$ cat src/rtl/gs_iter_ctrl_if.sv
// Bundle of the divider request/result signals and the shared-multiplier
// handshake used by gs_iter_ctrl.
//   slave  : the division controller itself
//   master : the environment (requester plus the shared 24x24 multiplier)
interface gs_iter_ctrl_if;
   // division request
   logic        start;
   logic [23:0] n_in;
   logic [23:0] d_in;
   // shared multiplier handshake
   logic [23:0] mul_a;
   logic [23:0] mul_b;
   logic        mul_issue;
   logic        mul_ready;
   logic        mul_done;
   logic [47:0] mul_product;
   // division result
   logic        busy;
   logic        done;
   logic        err;
   logic [23:0] quotient;

   modport slave (
      input  start, n_in, d_in, mul_ready, mul_done, mul_product,
      output mul_a, mul_b, mul_issue, busy, done, err, quotient
   );

   modport master (
      output start, n_in, d_in, mul_ready, mul_done, mul_product,
      input  mul_a, mul_b, mul_issue, busy, done, err, quotient
   );
endinterface

$ cat src/rtl/gs_iter_ctrl.sv
// Goldschmidt division controller. Computes N/D for Q1.23 mantissas with
// D in [0.5, 1) by running ITERS rounds of N*=F, D*=F, F=2-D on an external
// shared 24x24 multiplier (two back-to-back issues per round, results return
// in issue order). The final N is the quotient.
// Configuration macro GS_ROUND_EN: when defined, each product is reduced to
// Q1.23 with round-half-up (saturating); otherwise it is truncated.
module gs_iter_ctrl #(
   parameter int unsigned ITERS = 4
) (
   input  logic          clk,
   input  logic          clear_b,
   gs_iter_ctrl_if.slave bus
);

   typedef enum logic [2:0] {
      IDLE,
      CHECK,
      ISSUE_N,
      ISSUE_D,
      WAIT,
      UPDATE,
      FIN
   } state_t;

   state_t      state_reg;
   state_t      state_next;

   logic [23:0] n_reg;
   logic [23:0] d_reg;
   logic [23:0] f_reg;
   logic [23:0] n_prod_reg;
   logic [23:0] d_prod_reg;
   logic        prod_sel_reg;   // 0: next product belongs to N, 1: to D
   logic [3:0]  iter_reg;
   logic [23:0] quotient_reg;
   logic        err_reg;

   logic [23:0] prod_red;
   logic        d_bad;
   logic        last_iter;
   logic        unused_bits;

   // Divisor must be normalised into [0.5, 1): bit 23 clear, bit 22 set.
   assign d_bad     = d_reg[23] | ~d_reg[22];
   assign last_iter = ((iter_reg + 4'd1) == 4'(ITERS));

`ifdef GS_ROUND_EN
   logic [24:0] round_sum;

   // Round-half-up reduction of the Q2.46 product to Q1.23, saturating.
   always_comb begin
      round_sum = {1'b0, bus.mul_product[46:23]} + {24'd0, bus.mul_product[22]};
      prod_red  = round_sum[24] ? 24'hFFFFFF : round_sum[23:0];
   end

   // Bit 47 is always zero for legal operands; low bits only feed rounding.
   assign unused_bits = ^{bus.mul_product[47], bus.mul_product[21:0]};
`else
   // Truncating reduction of the Q2.46 product to Q1.23.
   always_comb begin
      prod_red = bus.mul_product[46:23];
   end

   // Bit 47 is always zero for legal operands; low bits are truncated away.
   assign unused_bits = ^{bus.mul_product[47], bus.mul_product[22:0]};
`endif

   // State register; a low clear_b abandons any division in flight.
   always_ff @(posedge clk) begin
      if (!clear_b) begin
         state_reg <= IDLE;
      end else begin
         state_reg <= state_next;
      end
   end

   // Next-state logic and multiplier operand drive.
   always_comb begin
      state_next    = state_reg;
      bus.mul_issue = 1'b0;
      bus.mul_a     = 24'd0;
      bus.mul_b     = 24'd0;
      case (state_reg)
         IDLE: begin
            if (bus.start) begin
               state_next = CHECK;
            end
         end
         CHECK: begin
            state_next = d_bad ? FIN : ISSUE_N;
         end
         ISSUE_N: begin
            bus.mul_issue = 1'b1;
            bus.mul_a     = n_reg;
            bus.mul_b     = f_reg;
            if (bus.mul_ready) begin
               state_next = ISSUE_D;
            end
         end
         ISSUE_D: begin
            bus.mul_issue = 1'b1;
            bus.mul_a     = d_reg;
            bus.mul_b     = f_reg;
            if (bus.mul_ready) begin
               state_next = WAIT;
            end
         end
         WAIT: begin
            // The D product is always the second one back.
            if (bus.mul_done && prod_sel_reg) begin
               state_next = UPDATE;
            end
         end
         UPDATE: begin
            state_next = last_iter ? FIN : ISSUE_N;
         end
         FIN: begin
            state_next = IDLE;
         end
         default: begin
            state_next = IDLE;
         end
      endcase
   end

   // Datapath: operand latch, F generation, product capture and result load.
   always_ff @(posedge clk) begin
      if (!clear_b) begin
         n_reg        <= 24'd0;
         d_reg        <= 24'd0;
         f_reg        <= 24'd0;
         n_prod_reg   <= 24'd0;
         d_prod_reg   <= 24'd0;
         prod_sel_reg <= 1'b0;
         iter_reg     <= 4'd0;
         quotient_reg <= 24'd0;
         err_reg      <= 1'b0;
      end else begin
         case (state_reg)
            IDLE: begin
               if (bus.start) begin
                  n_reg <= bus.n_in;
                  d_reg <= bus.d_in;
               end
            end
            CHECK: begin
               iter_reg     <= 4'd0;
               prod_sel_reg <= 1'b0;
               // 2 - D in Q1.23 is the two's complement of D modulo 2^24.
               f_reg        <= 24'd0 - d_reg;
               if (d_bad) begin
                  quotient_reg <= 24'd0;
                  err_reg      <= 1'b1;
               end
            end
            ISSUE_D, WAIT: begin
               // The N product may already arrive while D is still stalled.
               if (bus.mul_done) begin
                  if (!prod_sel_reg) begin
                     n_prod_reg <= prod_red;
                  end else begin
                     d_prod_reg <= prod_red;
                  end
                  prod_sel_reg <= ~prod_sel_reg;
               end
            end
            UPDATE: begin
               n_reg    <= n_prod_reg;
               d_reg    <= d_prod_reg;
               f_reg    <= 24'd0 - d_prod_reg;
               iter_reg <= iter_reg + 4'd1;
               // Load the result on the way into FIN so it is valid with done.
               if (last_iter) begin
                  quotient_reg <= n_prod_reg;
                  err_reg      <= 1'b0;
               end
            end
            default: begin
            end
         endcase
      end
   end

   assign bus.busy     = (state_reg != IDLE) && (state_reg != FIN);
   assign bus.done     = (state_reg == FIN);
   assign bus.err      = (state_reg == FIN) && err_reg;
   assign bus.quotient = quotient_reg;

endmodule

$ cat src/flat_wrapper.sv
// flat-port wrapper written by rule: the top's interface ports become plain ports
module gs_iter_ctrl_flat 
#(
   parameter int unsigned ITERS = 4
)
  (clk, clear_b, bus_start, bus_n_in, bus_d_in, bus_mul_ready, bus_mul_done, bus_mul_product, bus_mul_a, bus_mul_b, bus_mul_issue, bus_busy, bus_done, bus_err, bus_quotient);
  gs_iter_ctrl_if bus_i ();
  input  logic clk;
  input  logic clear_b;
  input wire logic [$bits(bus_i.start)-1:0] bus_start;
  input wire logic [$bits(bus_i.n_in)-1:0] bus_n_in;
  input wire logic [$bits(bus_i.d_in)-1:0] bus_d_in;
  input wire logic [$bits(bus_i.mul_ready)-1:0] bus_mul_ready;
  input wire logic [$bits(bus_i.mul_done)-1:0] bus_mul_done;
  input wire logic [$bits(bus_i.mul_product)-1:0] bus_mul_product;
  output wire logic [$bits(bus_i.mul_a)-1:0] bus_mul_a;
  output wire logic [$bits(bus_i.mul_b)-1:0] bus_mul_b;
  output wire logic [$bits(bus_i.mul_issue)-1:0] bus_mul_issue;
  output wire logic [$bits(bus_i.busy)-1:0] bus_busy;
  output wire logic [$bits(bus_i.done)-1:0] bus_done;
  output wire logic [$bits(bus_i.err)-1:0] bus_err;
  output wire logic [$bits(bus_i.quotient)-1:0] bus_quotient;
  assign bus_i.start = bus_start;
  assign bus_i.n_in = bus_n_in;
  assign bus_i.d_in = bus_d_in;
  assign bus_i.mul_ready = bus_mul_ready;
  assign bus_i.mul_done = bus_mul_done;
  assign bus_i.mul_product = bus_mul_product;
  assign bus_mul_a = bus_i.mul_a;
  assign bus_mul_b = bus_i.mul_b;
  assign bus_mul_issue = bus_i.mul_issue;
  assign bus_busy = bus_i.busy;
  assign bus_done = bus_i.done;
  assign bus_err = bus_i.err;
  assign bus_quotient = bus_i.quotient;
  gs_iter_ctrl #(.ITERS(ITERS)) u_core (.clk(clk), .clear_b(clear_b), .bus(bus_i));
endmodule
$ cat config.mk
export PLATFORM = sky130hd
export DESIGN_NAME = gs_iter_ctrl_flat
export DESIGN_NICKNAME = d
export VERILOG_FILES = /design/src/rtl/gs_iter_ctrl_if.sv /design/src/rtl/gs_iter_ctrl.sv /design/src/flat_wrapper.sv
export SDC_FILE = /design/constraint.sdc
export NUM_CORES = 1
export LEC_CHECK = 0
export ABC_AREA = 1
export ABC_CLOCK_PERIOD_IN_PS = 6200
export BUFFER_PORTS_ARGS = -buffer_cell sky130_fd_sc_hd__buf_2
export CAP_MARGIN = 20
export CORE_MARGIN = 10
export CORE_UTILIZATION = 58
export CTS_CLUSTER_DIAMETER = 30
export DETAILED_ROUTE_END_ITERATION = 10
export PLACE_DENSITY_LB_ADDON = 0.12
export SLEW_MARGIN = 15
export SYNTH_ARGS = -nofsm -noshare
export SYNTH_HDL_FRONTEND = slang
export SYNTH_SLANG_ARGS = --single-unit
export TNS_END_PERCENT = 1
$ cat constraint.sdc
create_clock -name clk -period 6.2 [get_ports clk]
set_input_delay 0.93 -clock clk [delete_from_list [all_inputs] [get_ports clk]]
set_output_delay 0.93 -clock clk [all_outputs]
set_load 0.02 [all_outputs]
== After elaboration in Yosys (flattened, before gate mapping) ==
Cells that the tools add are included.

* Register bits: 153
* Bits in latches: 0
* Bits in writable memories: 0
* Bits in read-only memories: 0
* Memories kept: 0

* Add/subtract/negate cells: 3
* Multiply operators: 0
* Divide/modulo/power cells: 0
* Order comparisons: 0
* Equal/unequal tests: 15
* Shift operators: 0
* Muxes and demuxes: 24
* Bitwise gates (word level): 3
* Reductions and logical operators: 16

{| class="wikitable"
|+ Operators with widths
! cell !! count
|-
| case mux 24 bit (2 select lines) || 5
|-
| 2-to-1 mux 24 bit || 5
|-
| subtractor 1 x 24 -> 24 bit, first input constant || 2
|-
| 2-to-1 mux 3 bit || 6
|-
| case mux 3 bit (6 select lines) || 1
|-
| == test 3 bit, second input constant || 3
|-
| AND reduction 3 bit || 3
|-
| inequality test 2 bit, second input constant || 4
|-
| case mux 4 bit (2 select lines) || 1
|-
| == test 3 x 2 -> 1 bit, second input constant || 2
|-
| inequality test 2 x 1 -> 1 bit, second input constant || 3
|-
| nonzero test 2 bit || 3
|-
| adder 4 x 1 -> 4 bit, second input constant || 1
|-
| == test 4 x 3 -> 1 bit, second input constant || 1
|-
| 2-to-1 mux 1 bit || 4
|-
| case mux 1 bit (2 select lines) || 2
|-
| AND reduction 2 bit || 2
|-
| AND reduction 4 bit || 1
|-
| OR reduction 2 bit || 2
|-
| == test 3 x 1 -> 1 bit, second input constant || 1
|-
| logical AND 1 bit || 3
|-
| logical NOT 3 bit || 1
|-
| inequality test 3 bit, second input constant || 1
|-
| nonzero test 3 bit || 1
|-
| other kinds (2) || 3
|}

== Logic depth before layout (Yosys ltp) ==
Gate-level depths: netlist (run 1).

* Depth in word-level cells: 4
* Mapped depth: 17

== Worst setup path before layout (run 1) ==
Ideal clock, no wire load.

* Kind: reg-to-output
* Start point: register u_core.state_reg[1]
* End point: output bus_mul_b[10]
* Arrival: 1.711 ns
* Data required time: 5.270 ns
* Path slack: 3.559 ns
* Cell stages (with the launch flop): 8
* Buffers on the path: 3
* Cells stage by stage: dfxtp_1 > inv_2 > buf_4 > buf_6 > nor2_1 > inv_2 > clkbuf_1 > nor2_1

* Longest elaborated chain between the ends: 3
* Elaborated cells between the ends (all ways): 4

{| class="wikitable"
|+ RTL lines
! element !! RTL line !! text
|-
| start: declaration || gs_iter_ctrl.sv:25 || <nowiki>state_t state_reg;</nowiki>
|-
| start signal: assignment || gs_iter_ctrl.sv:73 || <nowiki>state_reg <= state_next;</nowiki>
|-
| == test 3 x 2 -> 1 bit || gs_iter_ctrl.sv:83 || <nowiki>case (state_reg)</nowiki>
|-
| OR reduction 2 bit (no source line) * || -- ||
|-
| 2-to-1 mux 24 bit * || gs_iter_ctrl.sv:83 ||
|-
| end: declaration || flat_wrapper.sv:17 || <nowiki>output wire logic [$bits(bus_i.mul_b)-1:0] bus_mul_b;</nowiki>
|}

Every way passes the cells marked *; elsewhere a longest branch is shown, timed or not.

== Worst setup path in the final report (run 1) ==
* Start point: register u_core.state_reg[2]
* End point: register u_core.f_reg[6]

* Longest elaborated chain between the ends: 2
* Elaborated cells between the ends (all ways): 4

{| class="wikitable"
|+ RTL lines
! element !! RTL line !! text
|-
| == test 3 bit / == test 3 x 1 -> 1 bit (equally long branches) || gs_iter_ctrl.sv:139 || <nowiki>case (state_reg)</nowiki>
|-
| case mux 24 bit (2 select lines) / nonzero test 2 bit (equally long branches) || -- ||
|-
| end signal: assignment || gs_iter_ctrl.sv:150 || <nowiki>f_reg <= 24'd0 - d_reg;</nowiki>
|-
| end signal: assignment || gs_iter_ctrl.sv:170 || <nowiki>f_reg <= 24'd0 - d_prod_reg;</nowiki>
|-
| end: declaration || gs_iter_ctrl.sv:30 || <nowiki>logic [23:0] f_reg;</nowiki>
|}

Parallel ways exist; a longest one is shown, timed or not.
A chain may end at the register's enable or synchronous reset.

==> impl_metrics.csv, run 1 <==
group,metric,value,unit
final_layout,layout_common_cells,"182 x nor2_1, 178 x nand2_1, 153 x dfxtp_1, 152 x buf_2, 93 x o21ai_0",
cts,cts_setup_buffers,0,
global_route,grt_start_max_net_pins,102,
worst_hold_path,hold_path_class,"reg2reg",
logic_synthesis,syn_inst,998,
logic_synthesis,netlist_top_cells_area,"dfxtp_1 43%, nor2_1 9.6%, nand2_1 9.5%, o21ai_0 6.6%, a21oi_1 4.1%",
timing,slew_violations,0,
cts,cts_tree,"yes",
critical_path,cp_top_family,"simple AND/OR/NAND/NOR gates",
detailed_routing,drc,0,
final_layout,layout_commonest_cell,"nor2_1",
timing,slew_headroom,0.289,
placement,placed_cell_area,0.00776,mm^2
timing,hold_viol,0,
logic_synthesis,syn-num-nets,1101,
final_layout,fin_area,0.00834,mm^2
detailed_routing,top_layer_used,"met4",
detailed_routing,vias_per_cell,5.49,
power_and_ir_drop,power.share.switching,0.425,
placement,dp_hpwl,14400,um
detailed_routing,drt-total-wl,20300,um
run_status,status,"completed",
power_and_ir_drop,ir_worst_vdd,0.302,mV
final_layout,finalNonFillerCells,1267,
floorplanning,die-area,0.0171,mm^2
final_layout,fill_cells,1075,
timing,setup_viol,0,
logic_synthesis,ys_seq_elements,153,
detailed_routing,met3_length,1840,um
cts,clk_pin_slew,60,ps
timing,skew,9.81,ps
detailed_routing,route.met2.wl,8830,um
global_route,grt_usage,0.236,
placement,globalplace.congestion,0.875,
logic_synthesis,synth_cell_types,33,
power_and_ir_drop,p_leak,0.00399,uW
global_route,antenna_found_initial,1,
timing,rsz0062_at_grt,"false",
power_and_ir_drop,p_seq_frac,0.360,
floorplanning,core_area,0.0120,mm^2
power_and_ir_drop,clock_power_share,0.242,
final_layout,drive_gt1_frac,0.189,
cts,cts_hold_buf,0,
timing,fmax,229,MHz
placement,numPortBuffers,152,
critical_path,path_cells,"nand3_2, inv_2, nand2_1, nand2_1, inv_2, ha_1, nand3_1, nor2_1, and2_1, xnor2_1, o21ai_0, inv_1",
timing,worstMarginPinSlew,1070,ps
detailed_routing,first_pass_iters,5,
floorplanning,die_h,131,um
detailed_routing,wire_per_inst,16.0,um
logic_synthesis,yosysSeqAreaShare,0.432,
critical_path,cp_slowest_cell,"dfxtp_1",
cts,cts_buffer_depth,2,
critical_path,worst-path-buf-inv,3,
power_and_ir_drop,p_sw,1750,uW
cts,insertion_delay,430,ps
power_and_ir_drop,powerDensity,495,mW/mm^2
detailed_routing,drtIter0Drc,655,
run,drv_cap,0,
placement,post-place-cells,1234,
timing,setup_tns,0,ps
critical_path,cp.arrival,4680,ps
logic_synthesis,avgSynthCellArea,7.11,um^2
critical_path,crit_required,6510,ps
logic_synthesis,synth_top_area_share,0.432,
timing,timing.final.crit_period,4370,ps
cts,clock-sinks,153,
cts,cts_made_buffers,17,
global_route,grt_remaining_overflow,0,
global_route,grt_pass1_vias,6346,
power_and_ir_drop,combPwrFrac,0.397,
floorplanning,die_x,131,um
critical_path,worst-setup-path-type,"reg2reg",
critical_path,crit_path_max_fanout,42,
final_layout,nNetsFinal,1209,
logic_synthesis,synth_area,0.00709,mm^2
logic_synthesis,ys_warn_count,0,
logic_synthesis,yosys.area.top_type,"dfxtp_1",
floorplanning,rows,40,
cts,postCtsResizedCells,0,
floorplanning,io_pins,177,
critical_path,slowest_delay,1030,ps
detailed_routing,wl_met1,9280,um
critical_path,start_kind,"flop",
detailed_routing,detail-route-antenna-nets,0,
timing,period_share,0.704,
final_layout,area_delta_synth_final,17.5,%
cts,htreeDepth,4,
global_route,grt_first_pass_wirelength,32200,um
floorplanning,initial_core_util,0.591,
power_and_ir_drop,internal-power,2370,uW
cts,cts_root_buf,"clkbuf_16",
critical_path,endpoint_kind,"flop",
detailed_routing,via_count,6955,
==> per-stage QoR <==
step / hold slack (ps) / total power (uW) / util / setup slack (ps)
floorplan: 430 / 2730 / - / 3560
global placement: 444 / 3090 / 0.646 / 1960
detailed placement: 448 / 3130 / 0.646 / 1930
CTS: 458 / 4130 / 0.694 / 1910
global route: 492 / 4430 / 0.694 / 1480
finish: 462 / 4120 / 0.694 / 1830
==> power by group through the flow <==
stage	Clock [uW]	Combinational (uW)	Sequential, uW
global placement	0	1600	1490
global route	1050	1870	1520
finish	1000	1640	1480
CTS	1010	1640	1480
detailed placement	0	1630	1490
floorplan	0	1240	1490
==> cell usage after synthesis, drive strengths merged <==
| cell | number |
|---|---|
| nand4 | 23 |
| nor2 | 190 |
| a21oi | 58 |
| a32o | 22 |
| xor2 | 5 |
| o21bai | 1 |
| and2 | 1 |
| a311oi | 24 |
| nor3 | 2 |
| nor3b | 1 |
| inv | 76 |
| nand3 | 40 |
| a31oi | 24 |
| ha | 2 |
| xnor2 | 5 |
| a211oi | 1 |
| o21ai | 115 |
| dfxtp | 153 |
| clkbuf | 38 |
| clkinv | 1 |
| nand2 | 180 |
| buf | 33 |
| or2 | 3 |
==> worst paths after layout <==
| path | slack (ps) | cells past startpoint | endpoint | startpoint |
|---|---|---|---|---|
| worst max-delay path | 1830 | 12 | u_core.f_reg[6]$_SDFFE_PN0P_ | u_core.state_reg[2]$_SDFFE_PN0P_ |
| worst max register to register | 1830 | 12 | u_core.f_reg[6]$_SDFFE_PN0P_ | u_core.state_reg[2]$_SDFFE_PN0P_ |
| worst min-delay path | 460 | 2 | u_core.err_reg$_SDFFE_PN0P_ | u_core.err_reg$_SDFFE_PN0P_ |
| worst min register to register | 460 | 2 | u_core.err_reg$_SDFFE_PN0P_ | u_core.err_reg$_SDFFE_PN0P_ |
==> routing by layer <==
metal	vias up	global-route usage
met5	-	0
met4	0	0.0765
met3	29	0.0616
met2	274	0.348
met1	3088	0.329
li1	3564	-
==> final cells by class <==
type | count | area, um^2 | area share
multi-input cells | 697 | 3400 | 0.408
clock inverters | 12 | 115 | 0.0138
inverters | 77 | 289 | 0.0347
clock buffers | 20 | 457 | 0.0548
well taps | 147 | 184 | 0.0221
flip-flops and latches | 153 | 3060 | 0.367
diodes | 1 | 2.50 | 0.000300
repair buffers | 160 | 821 | 0.0985
==> worst register-to-register path, delay by kind of cell, from the launching register on <==
kind | cells | cell delay [ps]
AND/OR/NAND/NOR | 6 | 1740
flip-flops | 1 | 1030
buffers and inverters | 3 | 960
adder cells (fa/ha/maj) | 1 | 220
AO/OA/AOI/OAI | 1 | 170
XOR/XNOR | 1 | 150
==> logic make-up after synthesis <==
| logic type | synth area share |
|---|---|
| XOR/XNOR | 0.0123 |
| AND/OR/NAND/NOR | 0.257 |
| buffers and inverters | 0.0893 |
| AO/OA/AOI/OAI | 0.206 |
| flip-flops | 0.432 |
| adder cells (fa/ha/maj) | 0.00353 |
Power figures use the tool's default switching activity.
==> inputs of run 2 (changes only) <==
--- a/config.mk
+++ b/config.mk
@@ -5,12 +5,12 @@
 export SDC_FILE = /design/constraint.sdc
 export NUM_CORES = 1
 export LEC_CHECK = 0
-export ABC_AREA = 1
-export ABC_CLOCK_PERIOD_IN_PS = 6200
+export ABC_AREA = 0
+export ABC_CLOCK_PERIOD_IN_PS = 4550
 export BUFFER_PORTS_ARGS = -buffer_cell sky130_fd_sc_hd__buf_2
 export CAP_MARGIN = 20
 export CORE_MARGIN = 10
-export CORE_UTILIZATION = 58
+export CORE_UTILIZATION = 54
 export CTS_CLUSTER_DIAMETER = 30
 export DETAILED_ROUTE_END_ITERATION = 10
 export PLACE_DENSITY_LB_ADDON = 0.12
==> constraint.sdc (replaced) <==
create_clock -name clk -period 4.55 [get_ports clk]
set_input_delay 0.6825 -clock clk [delete_from_list [all_inputs] [get_ports clk]]
set_output_delay 0.6825 -clock clk [all_outputs]
set_load 0.02 [all_outputs]
==> run 2 against run 1 <==
  * Power shrank 13%
  * Synthesized cell count shrank 4.2%
  * Via count grew 3.0%
  * Highest routed layer unchanged
  * Worst setup slack lost 730 ps
  * Sequential cell count is the same
  * Critical path depth shrank 5
  * Wire length grew 8.0%
  * Non-clock buffer count grew 5
  * Largest power group is now sequential cells
==> impl_metrics.csv, run 2 <==
group,metric,value,unit
cts,clk_pin_slew,60,ps
cts,cts_tree,"yes",
run_status,status,"completed",
worst_hold_path,hold_path_class,"reg2reg",
detailed_routing,detail-route-antenna-nets,0,
floorplanning,die_x,137,um
timing,skew,7.14,ps
cts,clock-sinks,153,
timing,rsz0062_at_grt,"false",
cts,cts_hold_buf,0,
critical_path,worst-setup-path-type,"reg2out",
logic_synthesis,synth_top_area_share,0.412,
critical_path,start_kind,"flop",
logic_synthesis,ys_warn_count,0,
logic_synthesis,synth_edf_count,0,
final_layout,fill_cells,1209,
final_layout,area.sequential,0.00306,mm^2
cts,insertion_delay,420,ps
final_layout,diodes,0,
logic_synthesis,yosys.area.top_type,"dfxtp_1",
global_route,antenna_found_initial,0,
critical_path,crit_required,3870,ps
final_layout,nNetsFinal,1166,
floorplanning,initial_core_util,0.557,
power_and_ir_drop,total_power,3590,uW
detailed_routing,drt-total-wl,21900,um
placement,globalplace.congestion,0.889,
logic_synthesis,netlist_top_cells_area,"dfxtp_1 41%, nand2_1 10%, a21oi_1 8.7%, nor2_1 5.1%, mux2i_1 4.6%",
critical_path,cp.arrival,2770,ps
logic_synthesis,ys_seq_elements,153,
final_layout,drive_gt1_frac,0.201,
cts,postCtsResizedCells,0,
logic_synthesis,syn-num-nets,1059,
floorplanning,die_h,137,um
critical_path,cp_common_cell,"buf_4",
global_route,grt_pass1_vias,6338,
logic_synthesis,syn_inst,956,
final_layout,area_delta_synth_final,17.3,%
power_and_ir_drop,ir_worst_vdd,0.225,mV
timing,period_share,0.758,
global_route,grt_usage,0.225,
critical_path,cp_slowest_cell,"dfxtp_1",
global_route,grt_start_max_net_pins,82,
timing,setup_viol,0,
logic_synthesis,synth_common_cells,"204 x nand2_1, 153 x dfxtp_1, 129 x a21oi_1",
global_route,grt_first_pass_wirelength,34100,um
power_and_ir_drop,p_leak,0.00350,uW
timing,slew_headroom,0.378,
critical_path,crit_path_max_fanout,27,
critical_path,endpoint_kind,"output pin",
global_route,grt_remaining_overflow,0,
final_layout,layout_commonest_cell,"nand2_1",
timing,slew_violations,0,
floorplanning,die-area,0.0189,mm^2
floorplanning,core_area,0.0133,mm^2
detailed_routing,via_count,7164,
run,drv_cap,0,
final_layout,multi_input_area,0.00402,mm^2
cts,htreeDepth,4,
logic_synthesis,avgSynthCellArea,7.78,um^2
detailed_routing,drtIter0Drc,790,
final_layout,layout_common_cells,"204 x nand2_1, 152 x buf_2, 152 x dfxtp_1, 128 x a21oi_1, 101 x nor2_1",
cts,cts_setup_buffers,0,
floorplanning,rows,42,
floorplanning,io_pins,177,
timing,worstMarginPinSlew,933,ps
cts,cts_root_buf,"clkbuf_16",
logic_synthesis,async_flop_share,0,
cts,cts_made_buffers,17,
logic_synthesis,synth_area,0.00744,mm^2
critical_path,path_cells,"buf_4, inv_2, nand2_1, buf_4, inv_1, or3_1, buf_2",
detailed_routing,first_pass_iters,5,
placement,dp_hpwl,15500,um
timing,hold_slack,450,ps
cts,cts_buffer_depth,2,
logic_synthesis,synth_cell_types,57,
critical_path,slowest_delay,650,ps
detailed_routing,vias_per_cell,5.73,
logic_synthesis,yosysSeqAreaShare,0.412,
timing,timing.final.crit_period,3450,ps
logic_synthesis,synth_most_common_cell,"nand2_1",
timing,hold_viol,0,
placement,numPortBuffers,152,
power_and_ir_drop,powerDensity,411,mW/mm^2
logic_synthesis,synthFlopType,"dfxtp_1",
timing,fmax,290,MHz
timing,setup_tns,0,ps
detailed_routing,wire_per_inst,17.5,um
detailed_routing,drc,0,
[run 2: cell types whose count changed in the layout (fill, tap and decap cells not counted), moves of 11 or more]
| cell | delta |
|---|---|
| mux2i_1 | +34 |
| o21ai_1 | -22 |
| nor2_1 | -81 |
| a21oi_1 | +70 |
| inv_1 | -67 |
| a32o_1 | -22 |
| nand2_1 | +26 |
| a211oi_1 | +29 |
| and2_1 | +38 |
| a31oi_1 | -19 |
| nand4_1 | -14 |
| nor4_1 | +11 |
| o21ai_0 | -79 |
[run 2: final cells by class]
type                       instances  area share
clock inverter                     6     0.00473
inverter                           3     0.00158
multi-input combinational        723       0.461
tap                              176      0.0252
clock buffer                      25      0.0568
timing repair buffer             165      0.0998
sequential                       153       0.351
[run 2: cell families (layout without fill, tap and decap cells)]
kind of cell / after synthesis / count (layout) / synth area share
muxes: 37 / 37 / 0.0503
AOI/OAI and AO/OA: 234 / 234 / 0.198
xor gates and xnor gates: 14 / 14 / 0.0165
DFF: 153 / 153 / 0.412
buffers and inverters: 80 / 199 / 0.0503
adders and majority gates: 2 / 2 / 0.00336
and+or+nand+nor: 436 / 436 / 0.270
[run 2: final timing paths]
kind | start | to | slack, ps | depth (start not counted)
min | u_core.f_reg[8]$_SDFFE_PN0P_ | u_core.f_reg[8]$_SDFFE_PN0P_ | 450 | 2
max | u_core.state_reg[2]$_SDFFE_PN0P_ | bus_busy | 1100 | 7
max reg2reg | u_core.state_reg[0]$_SDFFE_PN0P_ | u_core.f_reg[23]$_SDFFE_PN0P_ | 1210 | 6
min reg2reg | u_core.f_reg[8]$_SDFFE_PN0P_ | u_core.f_reg[8]$_SDFFE_PN0P_ | 450 | 2
[run 2: per-layer routing]
| layer | global-route usage | wire [um] | up-vias |
|---|---|---|---|
| met2 | 0.319 | 9360 | 265 |
| met5 | 0 | 0 | - |
| met3 | 0.0535 | 1600 | 26 |
| met4 | 0.0656 | 293 | 0 |
| met1 | 0.328 | 10700 | 3319 |
| li1 | - | - | 3554 |
[run 2: stage by stage]
stage / cells / util / area (um^2) / setup WS [ps]
global placement: 1220 / 0.613 / 8190 / 1310
finish: 1251 / 0.654 / 8720 / 1100
global route: 1251 / 0.654 / 8720 / 909
floorplan: 956 / - / 7440 / 1880
CTS: 1251 / 0.654 / 8720 / 1100
detailed placement: 1220 / 0.613 / 8190 / 1300
[run 2: worst max-delay path, delay by kind of cell (launching register included)]
kind | cells | cell delay (ps)
buffers and inverters | 5 | 1180
DFF | 1 | 650
and+or+nand+nor | 2 | 510
[run 2: power by group]
part | switching [uW] | total, uW | internal (uW)
registers | 119 | 1570 | 1450
logic | 441 | 726 | 285
clock network | 540 | 1290 | 751
==> inputs of run 3 (changes only) <==
--- a/config.mk
+++ b/config.mk
@@ -6,11 +6,11 @@
 export NUM_CORES = 1
 export LEC_CHECK = 0
 export ABC_AREA = 0
-export ABC_CLOCK_PERIOD_IN_PS = 4550
+export ABC_CLOCK_PERIOD_IN_PS = 2900
 export BUFFER_PORTS_ARGS = -buffer_cell sky130_fd_sc_hd__buf_2
 export CAP_MARGIN = 20
 export CORE_MARGIN = 10
-export CORE_UTILIZATION = 54
+export CORE_UTILIZATION = 49
 export CTS_CLUSTER_DIAMETER = 30
 export DETAILED_ROUTE_END_ITERATION = 10
 export PLACE_DENSITY_LB_ADDON = 0.12
==> constraint.sdc (replaced) <==
create_clock -name clk -period 2.9 [get_ports clk]
set_input_delay 0.435 -clock clk [delete_from_list [all_inputs] [get_ports clk]]
set_output_delay 0.435 -clock clk [all_outputs]
set_load 0.02 [all_outputs]
==> run 3 against run 2 <==
  * First-iteration DRC count decreased by 32%
  * Power increased by 62%
  * Worst setup slack got worse by 910 ps
  * Cell count increased by 1.2%
  * Die area increased by 8.7%
  * Critical endpoint is now u_core.f_reg[17]$_SDFFE_PN0P_
==> impl_metrics.csv, run 3 (synthesis results as in run 2) <==
group,metric,value,unit
final_layout,area.sequential,0.00306,mm^2
global_route,grt_remaining_overflow,0,
detailed_routing,via_count,7128,
global_route,grt_start_max_net_pins,79,
detailed_routing,detail-route-antenna-nets,0,
timing,hold_viol,0,
final_layout,diodes,0,
run_status,status,"completed",
cts,insertion_delay,440,ps
detailed_routing,vias_per_cell,5.63,
cts,cts_made_buffers,17,
global_route,grt_pass1_vias,6773,
cts,cts_buffer_depth,2,
critical_path,crit_path_max_fanout,78,
final_layout,layout_common_cells,"204 x nand2_1, 152 x buf_2, 152 x dfxtp_1, 128 x a21oi_1, 101 x nor2_1",
timing,setup_viol,0,
cts,cts_hold_buf,0,
run,drv_cap,0,
timing,slew_violations,0,
final_layout,finalNonFillerCells,1266,
placement,globalplace.congestion,0.838,
timing,skew,10.5,ps
detailed_routing,drt-total-wl,22500,um
timing,rsz0062_at_grt,"false",
final_layout,layout_commonest_cell,"nand2_1",
floorplanning,io_pins,177,
detailed_routing,first_pass_iters,5,
timing,setup_tns,0,ps
critical_path,worst-setup-path-type,"reg2reg",
cts,clock-sinks,153,
global_route,grt_first_pass_wirelength,35700,um
floorplanning,rows,44,
placement,numPortBuffers,152,
critical_path,cp.arrival,3030,ps
critical_path,endpoint_kind,"flop",
timing,timing.final.crit_period,2710,ps
power_and_ir_drop,p_leak,0.00355,uW
floorplanning,die_x,143,um
detailed_routing,drc,0,
detailed_routing,wire_per_inst,17.8,um
timing,fmax,369,MHz
cts,htreeDepth,4,
global_route,antenna_found_initial,0,
floorplanning,die-area,0.0205,mm^2
placement,dp_hpwl,15900,um
timing,worstMarginPinSlew,894,ps
floorplanning,die_h,143,um
detailed_routing,drtIter0Drc,535,
power_and_ir_drop,ir_worst_vdd,0.401,mV
final_layout,area_delta_synth_final,19.0,%
global_route,grt_usage,0.217,
final_layout,multi_input_area,0.00404,mm^2
critical_path,crit_required,3220,ps
power_and_ir_drop,total_power,5800,uW
final_layout,nNetsFinal,1172,
cts,clk_pin_slew,70,ps
floorplanning,core_area,0.0147,mm^2
cts,cts_setup_buffers,0,
critical_path,start_kind,"flop",
cts,cts_tree,"yes",
power_and_ir_drop,powerDensity,655,mW/mm^2
cts,cts_root_buf,"clkbuf_16",
worst_hold_path,hold_path_class,"in2reg",
floorplanning,initial_core_util,0.506,
final_layout,drive_gt1_frac,0.212,
timing,period_share,0.935,
placement,post-place-cells,1234,
final_layout,fill_cells,1415,
timing,slew_headroom,0.404,
## run 3: final timing paths
path                                          from                                 end  slack (ps)  cells past startpoint
hold reg to reg       u_core.f_reg[8]$_SDFFE_PN0P_        u_core.f_reg[8]$_SDFFE_PN0P_         450                      2
setup / recovery  u_core.state_reg[2]$_SDFFE_PN0P_       u_core.f_reg[17]$_SDFFE_PN0P_         190                      6
setup reg to reg  u_core.state_reg[2]$_SDFFE_PN0P_       u_core.f_reg[17]$_SDFFE_PN0P_         190                      6
hold / removal                 bus_mul_product[42]  u_core.n_prod_reg[19]$_SDFFE_PN0P_         250                      3
## run 3: power by group
group          switching (uW)  internal, uW
clock                     956          1200
sequential                169          2270
combinational             725           473
total                    1850          3950
## run 3: final cells by class
type | instances | share of cell area
clock buffers | 18 | 0.0485
clock inverters | 14 | 0.0155
inverters | 3 | 0.00155
multi-input cells | 723 | 0.456
repair buffers | 171 | 0.106
flip-flops and latches | 153 | 0.346
well taps | 184 | 0.0260
## run 3: metrics by stage
| step | hold WS (ps) | area [um^2] | worst slack [ps] | util |
|---|---|---|---|---|
| CTS | 238 | 8830 | 191 | 0.601 |
| global route | 240 | 8850 | 19.3 | 0.602 |
| floorplan | 427 | 7440 | 231 | - |
| detailed placement | 443 | 8270 | 209 | 0.562 |
| finish | 246 | 8850 | 187 | 0.602 |
| global placement | 435 | 8270 | 241 | 0.562 |
## run 3: routing by layer
layer | track usage | wire length [um] | vias up | part of all wire
li1 | - | - | 3573 | -
met1 | 0.295 | 10600 | 3291 | 0.47
met2 | 0.319 | 9700 | 239 | 0.43
met3 | 0.0720 | 1880 | 25 | 0.084
met4 | 0.0634 | 293 | 0 | 0.013
met5 | 0 | 0 | - | 0
## run 3: worst max-delay path, cell delays in order (launching register included)
cell and delay (ps):
dfxtp_1 510, and3b_2 300, buf_4 630, mux2i_1 500, nor3b_1 120, and3b_1 180
o31a_1 260
## run 3: what timing repair did
item | CTS | global route
endpoints found under the setup margin | 0 | 8
resized for setup | 0 | 4
endpoints found under the hold margin | 0 | 0
